### config.mk
export PLATFORM = sky130hd
export DESIGN_NAME = bit_select_sequential_flat
export DESIGN_NICKNAME = d
export VERILOG_FILES = /design/src/rtl/bit_select_sequential_pkg.sv /design/src/rtl/bit_select_sequential_if.sv /design/src/rtl/bit_select_sequential_byte_bit_select.sv /design/src/rtl/bit_select_sequential.sv /design/src/flat_wrapper.sv
export SDC_FILE = /design/constraint.sdc
export NUM_CORES = 1
export LEC_CHECK = 0
export ABC_CLOCK_PERIOD_IN_PS = 13650
export BUFFER_PORTS_ARGS = -buffer_cell sky130_fd_sc_hd__buf_2
export CAP_MARGIN = 30
export CORE_MARGIN = 4
export CORE_UTILIZATION = 40
export CTS_BUF_LIST = sky130_fd_sc_hd__clkbuf_16
export DETAILED_ROUTE_END_ITERATION = 8
export GPL_ROUTABILITY_DRIVEN = 0
export GPL_TIMING_DRIVEN = 0
export SETUP_SLACK_MARGIN = 0.5
export SLEW_MARGIN = 20
export SYNTH_ARGS = -nofsm -noshare
export SYNTH_HDL_FRONTEND = slang
export SYNTH_SLANG_ARGS = --single-unit
### constraint.sdc
create_clock -name clk_i -period 13.65 [get_ports clk_i]
set_input_delay 2.73 -clock clk_i [delete_from_list [all_inputs] [get_ports clk_i]]
set_output_delay 2.73 -clock clk_i [all_outputs]
set_load 0.005 [all_outputs]
### src/rtl/bit_select_sequential_pkg.sv
// Shared types and helpers for the sequential bit-select unit (select half of rank/select).
// The operand is scanned one byte per cycle; popcounts decide which byte holds the wanted bit.
package bit_select_pkg;

   localparam int DATA_WIDTH_DEFAULT = 32;
   localparam int POSITION_WIDTH     = $clog2(DATA_WIDTH_DEFAULT);

   typedef enum logic [1:0] {
      IDLE,
      SCAN,
      SELECT,
      DONE
   } state_t;

   // Number of set bits in one byte, 0..8, so four bits are needed.
   function automatic logic [3:0] byte_popcount(input logic [7:0] value);
      logic [3:0] count;
      count = '0;
      for (int i = 0; i < 8; i++) begin
         count = count + {3'b000, value[i]};
      end
      return count;
   endfunction

endpackage

### src/rtl/bit_select_sequential_if.sv
// Request/response bundle of the bit-select unit: the word and rank go in, and the
// position/found result comes back with a one-cycle valid pulse.
interface bit_select_sequential_if
   import bit_select_pkg::*;
#(
   parameter int DATA_WIDTH = DATA_WIDTH_DEFAULT
);

   localparam int BYTES_NUMBER = DATA_WIDTH / 8;
   localparam int POS_W        = $clog2(DATA_WIDTH);

   logic [BYTES_NUMBER-1:0][7:0] operand_i;
   logic [POS_W-1:0]             rank_i;
   logic                         valid_i;
   logic                         ready_o;
   logic [POS_W-1:0]             position_o;
   logic                         found_o;
   logic                         valid_o;

   modport master (
      output operand_i,
      output rank_i,
      output valid_i,
      input  ready_o,
      input  position_o,
      input  found_o,
      input  valid_o
   );

   modport slave (
      input  operand_i,
      input  rank_i,
      input  valid_i,
      output ready_o,
      output position_o,
      output found_o,
      output valid_o
   );

endinterface

### src/rtl/bit_select_sequential_byte_bit_select.sv
// Combinational helper that returns the index of the rank-th set bit inside one byte.
// The caller guarantees that the byte holds more than rank set bits.
module byte_bit_select (
   input  logic [7:0] byte_value,
   input  logic [2:0] rank,
   output logic [2:0] bit_index
);

   logic [3:0] running_count;
   logic       located;

   // LSB-first walk: the first set bit reached when the running count equals rank wins.
   always_comb begin
      bit_index     = '0;
      running_count = '0;
      located       = 1'b0;
      for (int i = 0; i < 8; i++) begin
         if (byte_value[i]) begin
            if (!located && (running_count == {1'b0, rank})) begin
               bit_index = 3'(i);
               located   = 1'b1;
            end
            running_count = running_count + 4'd1;
         end
      end
   end

endmodule

### src/rtl/bit_select_sequential.sv
// Sequential select: finds the bit position of the k-th set bit of the operand by
// skipping whole bytes using their popcounts, then resolving the bit inside the hit byte.
module bit_select_sequential
   import bit_select_pkg::*;
#(
   parameter int DATA_WIDTH = DATA_WIDTH_DEFAULT
) (
   input  logic                    clk_i,
   input  logic                    rst_i,
   bit_select_sequential_if.slave  bus
);

   localparam int BYTES_NUMBER = DATA_WIDTH / 8;
   localparam int POS_W        = $clog2(DATA_WIDTH);
   localparam int BYTE_IDX_W   = (BYTES_NUMBER > 1) ? $clog2(BYTES_NUMBER) : 1;
   localparam int CMP_W        = POS_W + 1;

   state_t                       state_q;
   state_t                       state_d;
   logic [BYTES_NUMBER-1:0][7:0] operand_q;
   logic [POS_W-1:0]             remaining_q;
   logic [BYTE_IDX_W-1:0]        byte_idx_q;
   logic [POS_W-1:0]             position_q;
   logic                         found_q;
   logic                         valid_q;

   logic [7:0]                   cur_byte;
   logic [3:0]                   cur_count;
   logic                         hit;
   logic                         last_byte;
   logic [2:0]                   bit_index;
   logic [POS_W-1:0]             sel_position;

   // The byte under inspection stays selected through SELECT because byte_idx is held on a hit.
   assign cur_byte     = operand_q[byte_idx_q];
   assign cur_count    = byte_popcount(cur_byte);
   assign hit          = CMP_W'(remaining_q) < CMP_W'(cur_count);
   assign last_byte    = (byte_idx_q == BYTE_IDX_W'(BYTES_NUMBER - 1));
   assign sel_position = POS_W'({byte_idx_q, bit_index});

   byte_bit_select u_byte_bit_select (
      .byte_value (cur_byte),
      .rank       (remaining_q[2:0]),
      .bit_index  (bit_index)
   );

   // State register; reset drops any request that is in flight.
   always_ff @(posedge clk_i) begin
      if (rst_i) begin
         state_q <= IDLE;
      end else begin
         state_q <= state_d;
      end
   end

   // Next-state decode: one byte per SCAN cycle, a single SELECT cycle, a single DONE cycle.
   always_comb begin
      state_d = state_q;
      case (state_q)
         IDLE: begin
            if (bus.valid_i) begin
               state_d = SCAN;
            end
         end
         SCAN: begin
            if (hit) begin
               state_d = SELECT;
            end else if (last_byte) begin
               state_d = DONE;
            end
         end
         SELECT:  state_d = DONE;
         DONE:    state_d = IDLE;
         default: state_d = IDLE;
      endcase
   end

   // Datapath: remaining counts down by each skipped byte's popcount, so it never underflows.
   always_ff @(posedge clk_i) begin
      if (rst_i) begin
         operand_q   <= '0;
         remaining_q <= '0;
         byte_idx_q  <= '0;
         position_q  <= '0;
         found_q     <= 1'b0;
         valid_q     <= 1'b0;
      end else begin
         valid_q <= (state_d == DONE);
         case (state_q)
            IDLE: begin
               if (bus.valid_i) begin
                  operand_q   <= bus.operand_i;
                  remaining_q <= bus.rank_i;
                  byte_idx_q  <= '0;
               end
            end
            SCAN: begin
               if (!hit) begin
                  if (last_byte) begin
                     found_q    <= 1'b0;
                     position_q <= '0;
                  end else begin
                     remaining_q <= remaining_q - POS_W'(cur_count);
                     byte_idx_q  <= byte_idx_q + BYTE_IDX_W'(1);
                  end
               end
            end
            SELECT: begin
               position_q <= sel_position;
               found_q    <= 1'b1;
            end
            default: begin
            end
         endcase
      end
   end

   assign bus.ready_o    = (state_q == IDLE);
   assign bus.position_o = position_q;
   assign bus.found_o    = found_q;
   assign bus.valid_o    = valid_q;

endmodule
### src/flat_wrapper.sv
// flat-port wrapper written by rule: the top's interface ports become plain ports
module bit_select_sequential_flat import bit_select_pkg::*;
#(
   parameter int DATA_WIDTH = DATA_WIDTH_DEFAULT
)
  (clk_i, rst_i, bus_operand_i, bus_rank_i, bus_valid_i, bus_ready_o, bus_position_o, bus_found_o, bus_valid_o);
  bit_select_sequential_if #(.DATA_WIDTH(DATA_WIDTH)) bus_i ();
  input  logic clk_i;
  input  logic rst_i;
  input wire logic [$bits(bus_i.operand_i)-1:0] bus_operand_i;
  input wire logic [$bits(bus_i.rank_i)-1:0] bus_rank_i;
  input wire logic [$bits(bus_i.valid_i)-1:0] bus_valid_i;
  output wire logic [$bits(bus_i.ready_o)-1:0] bus_ready_o;
  output wire logic [$bits(bus_i.position_o)-1:0] bus_position_o;
  output wire logic [$bits(bus_i.found_o)-1:0] bus_found_o;
  output wire logic [$bits(bus_i.valid_o)-1:0] bus_valid_o;
  assign bus_i.operand_i = bus_operand_i;
  assign bus_i.rank_i = bus_rank_i;
  assign bus_i.valid_i = bus_valid_i;
  assign bus_ready_o = bus_i.ready_o;
  assign bus_position_o = bus_i.position_o;
  assign bus_found_o = bus_i.found_o;
  assign bus_valid_o = bus_i.valid_o;
  bit_select_sequential #(.DATA_WIDTH(DATA_WIDTH)) u_core (.clk_i(clk_i), .rst_i(rst_i), .bus(bus_i));
endmodule
==> results by group <==
Routing
  • Post-route antenna net violation count: 0
  • DR iter-0 viols: 119
  • Final WL: 8010 um
  • Via/cell ratio: 5.28
  • DR pass1 iterations: 5
  • Vias after detailed routing: 2891
  • Wire length per cell: 14.6 um
  • DRC: 0

CTS
  • CTS tree: done
  • Clock latency on the worst-skew pair: 0.29 ns
  • CTS buffer count: 5
  • H-Tree Depth: 2
  • # clock sinks: 48
  • Postcts setup bufs: 0
  • Reg clk slew, reported paths: 0.06 ns
  • Root Buffer: clkbuf_16
  • Hold_buf cts: 0
  • Clock buffer depth: 2
  • Post-cts resize count: 0

Critical path
  • CP Capture Type: flip-flop
  • Startpoint Class: flip-flop
  • CP peak stage delay: 0.58 ns
  • Cell Chain, Critical Path: buf_6 > mux4_2 > inv_1 > ha_1 > inv_1 > fa_1 > fa_1 > inv_1 > fa_1 > inv_1 > fa_1 > ha_1 > nor2b_1 > o21ai_0 > a21boi_0 > or3_1 > a31oi_1 > nand2_1 > a21oi_1 > nand2_1 > o31ai_1
  • Critical Path RT: 13.84 ns
  • Crit path arrival time: 6.38 ns
  • Slowest cell on crit path: mux4_2
  • Max FO, Critical Path: 10
  • CP Class: reg2reg

Timing
  • Hold WS: 0.455 ns
  • Unrepaired setup endpoints after global routing: no
  • Slew @ Worst Pin: 0.588 ns
  • Final count of hold timing violations: 0
  • Fraction of the cycle the final worst path needs: 0.453
  • Slew Limit Fails: 0
  • Total Negative Setup Slacks: 0 ns
  • Peak Freq: 0.162 GHz
  • Worst rel slew slack: 0.605
  • Fin crit period: 6.19 ns
  • Worst Clk Skew: 0.00815 ns
  • Endpoints failing setup: 0

Floorplanning
  • Die H: 96.8 um
  • Die Footprint: 9370 sq um
  • Core area: 7690 sq um
  • Num ports: 48
  • Initial Util: 0.410
  • Die width: 96.8 um
  • Number of core rows: 32

Synth
  • Area fraction of the dominant cell type after synthesis: 0.305
  • Async S/R FF share, synth: 0
  • Cell variety after synth: 53
  • Sequential area share after synthesis: 0.305
  • Most common flop cell mapped by yosys: dfxtp_1
  • Mapped cell area: 3150 sq um
  • Synth top area cells: dfxtp_1 30%, nand2_1 11%, a21oi_1 7.3%
  • Seq cells post-synth: 48
  • Synth warn: 0
  • Gate Count Post-Synth: 391
  • Post-synth EDFFs: 0
  • Syn_area_per_cell: 8.06 sq um
  • Syn_nets: 450
  • Cell taking the most area after synthesis: dfxtp_1

Power and ir drop
  • Tot Pwr: 0.841 mW
  • P_leak: 1.54 nW
  • PD cells: 228 nW/um^2
  • Maximum VDD drop: 0.0000944 V

Finish
  • Most common cell after layout, fill and taps aside: nand2_1
  • Layout cells sized above 1: 0.170
  • Area growth syn-to-layout: 16.7%
  • Fin nets: 504
  • Most frequent cells in the layout: 90 x nand2_1, 52 x buf_2, 48 x dfxtp_1, 46 x a21oi_1, 22 x inv_1
  • Antenna diodes: 0
  • Design Area, Final: 3680 sq um
  • Fillcell total: 801

Place
  • Dpl hpwl: 6310 um
  • Cell Area, Placed: 3520 sq um
  • IO buf count: 47

Worst hold path
  • Worst Hold Class: reg2reg

Run status
  • Status: complete, no violations

Global route
  • Vias in the first global route: 2828
  • Largest net degree at the start of global routing: 15
  • GRT Overall Usage: 0.175
  • Total gr overflow: 0
  • Initial antenna violation count: 0
  • First-pass GRT wire length: 13600 um

Run
  • Max Cap Violations: 0
## power by group
| part | internal (mW) | switching [mW] | total [mW] |
|---|---|---|---|
| clock | 0.0854 | 0.0499 | 0.135 |
| combinational | 0.210 | 0.303 | 0.513 |
| sequential | 0.171 | 0.0214 | 0.192 |
## worst max-delay path, delay by kind of cell, from the launching register on
| kind | cells | cell delay (ns) |
|---|---|---|
| fa+ha+maj | 6 | 2.43 |
| mux | 1 | 0.58 |
| compound gates | 5 | 1.32 |
| simple gates | 4 | 0.76 |
| flops | 1 | 0.44 |
| buf+inv | 5 | 0.55 |
## sequential cells by signal, indices dropped and copies added, names as in the netlist
signal	count
u_core.operand_q	32
u_core.bus.position_o	5
u_core.remaining_q	5
u_core.byte_idx_q	2
u_core.state_q	2
u_core.bus.found_o	1
u_core.bus.valid_o	1
## synthesized netlist by cell type (3+ instances only)
master    instances
nand3_1           5
o211ai_1          3
o21a_1            3
a31oi_1           5
nand4_1           5
xor2_1            5
clkbuf_1         17
a21oi_1          46
inv_1            21
dfxtp_1          48
o21ai_0           6
ha_1             14
nand2_1          90
inv_2             3
xnor2_1          13
xnor3_1           3
a22oi_1           4
o31ai_1           3
nor3_1            4
nor2_1           20
nor2b_1           6
nor4_1            4
a311oi_1          3
buf_2             5
mux4_2            9
nand2b_1          7
fa_1              5
## cell families after synthesis
group / synth area share
compound gates: 0.182
fa+ha+maj: 0.0905
flops: 0.305
simple gates: 0.213
xor+xnor: 0.0790
mux: 0.0686
buf+inv: 0.0627
## layer usage
metal / up-vias / GRT usage / wire length (um)
li1: 1457 / - / -
met1: 1345 / 0.228 / 3550
met2: 83 / 0.295 / 3950
met3: 6 / 0.0281 / 423
met4: 0 / 0.0551 / 89
met5: - / 0 / 0
## final timing paths
check / from / endpoint / slack (ns) / cells after the start
max: u_core.byte_idx_q[0] / u_core.bus.position_o[1] / 7.46 / 21
min: u_core.operand_q[0] / u_core.operand_q[0] / 0.46 / 2
max reg2reg: u_core.byte_idx_q[0] / u_core.bus.position_o[1] / 7.46 / 21
min reg2reg: u_core.operand_q[0] / u_core.operand_q[0] / 0.46 / 2
## area by class of cell
cell class,instances,area [sq um],share of cell area
Clock buffer,5,125,0.0340
Clock inverter,3,38.8,0.0105
Tap cell,102,128,0.0347
Timing Repair Buffer,47,235,0.0639
Inverter,24,90.1,0.0245
Sequential cell,48,961,0.261
Buffer,24,108,0.0292
Multi-Input combinational cell,295,1990,0.542
## through the flow
| step | instances | util | worst slack [ns] |
|---|---|---|---|
| after floorplan | 391 | - | 8.16 |
| after global placement | 540 | 0.457 | 7.57 |
| after detailed placement | 540 | 0.457 | 7.44 |
| after CTS | 548 | 0.479 | 7.41 |
| after global routing | 548 | 0.479 | 7.03 |
| final | 548 | 0.479 | 7.46 |
No activity file was read; power rests on OpenSTA's default activity.
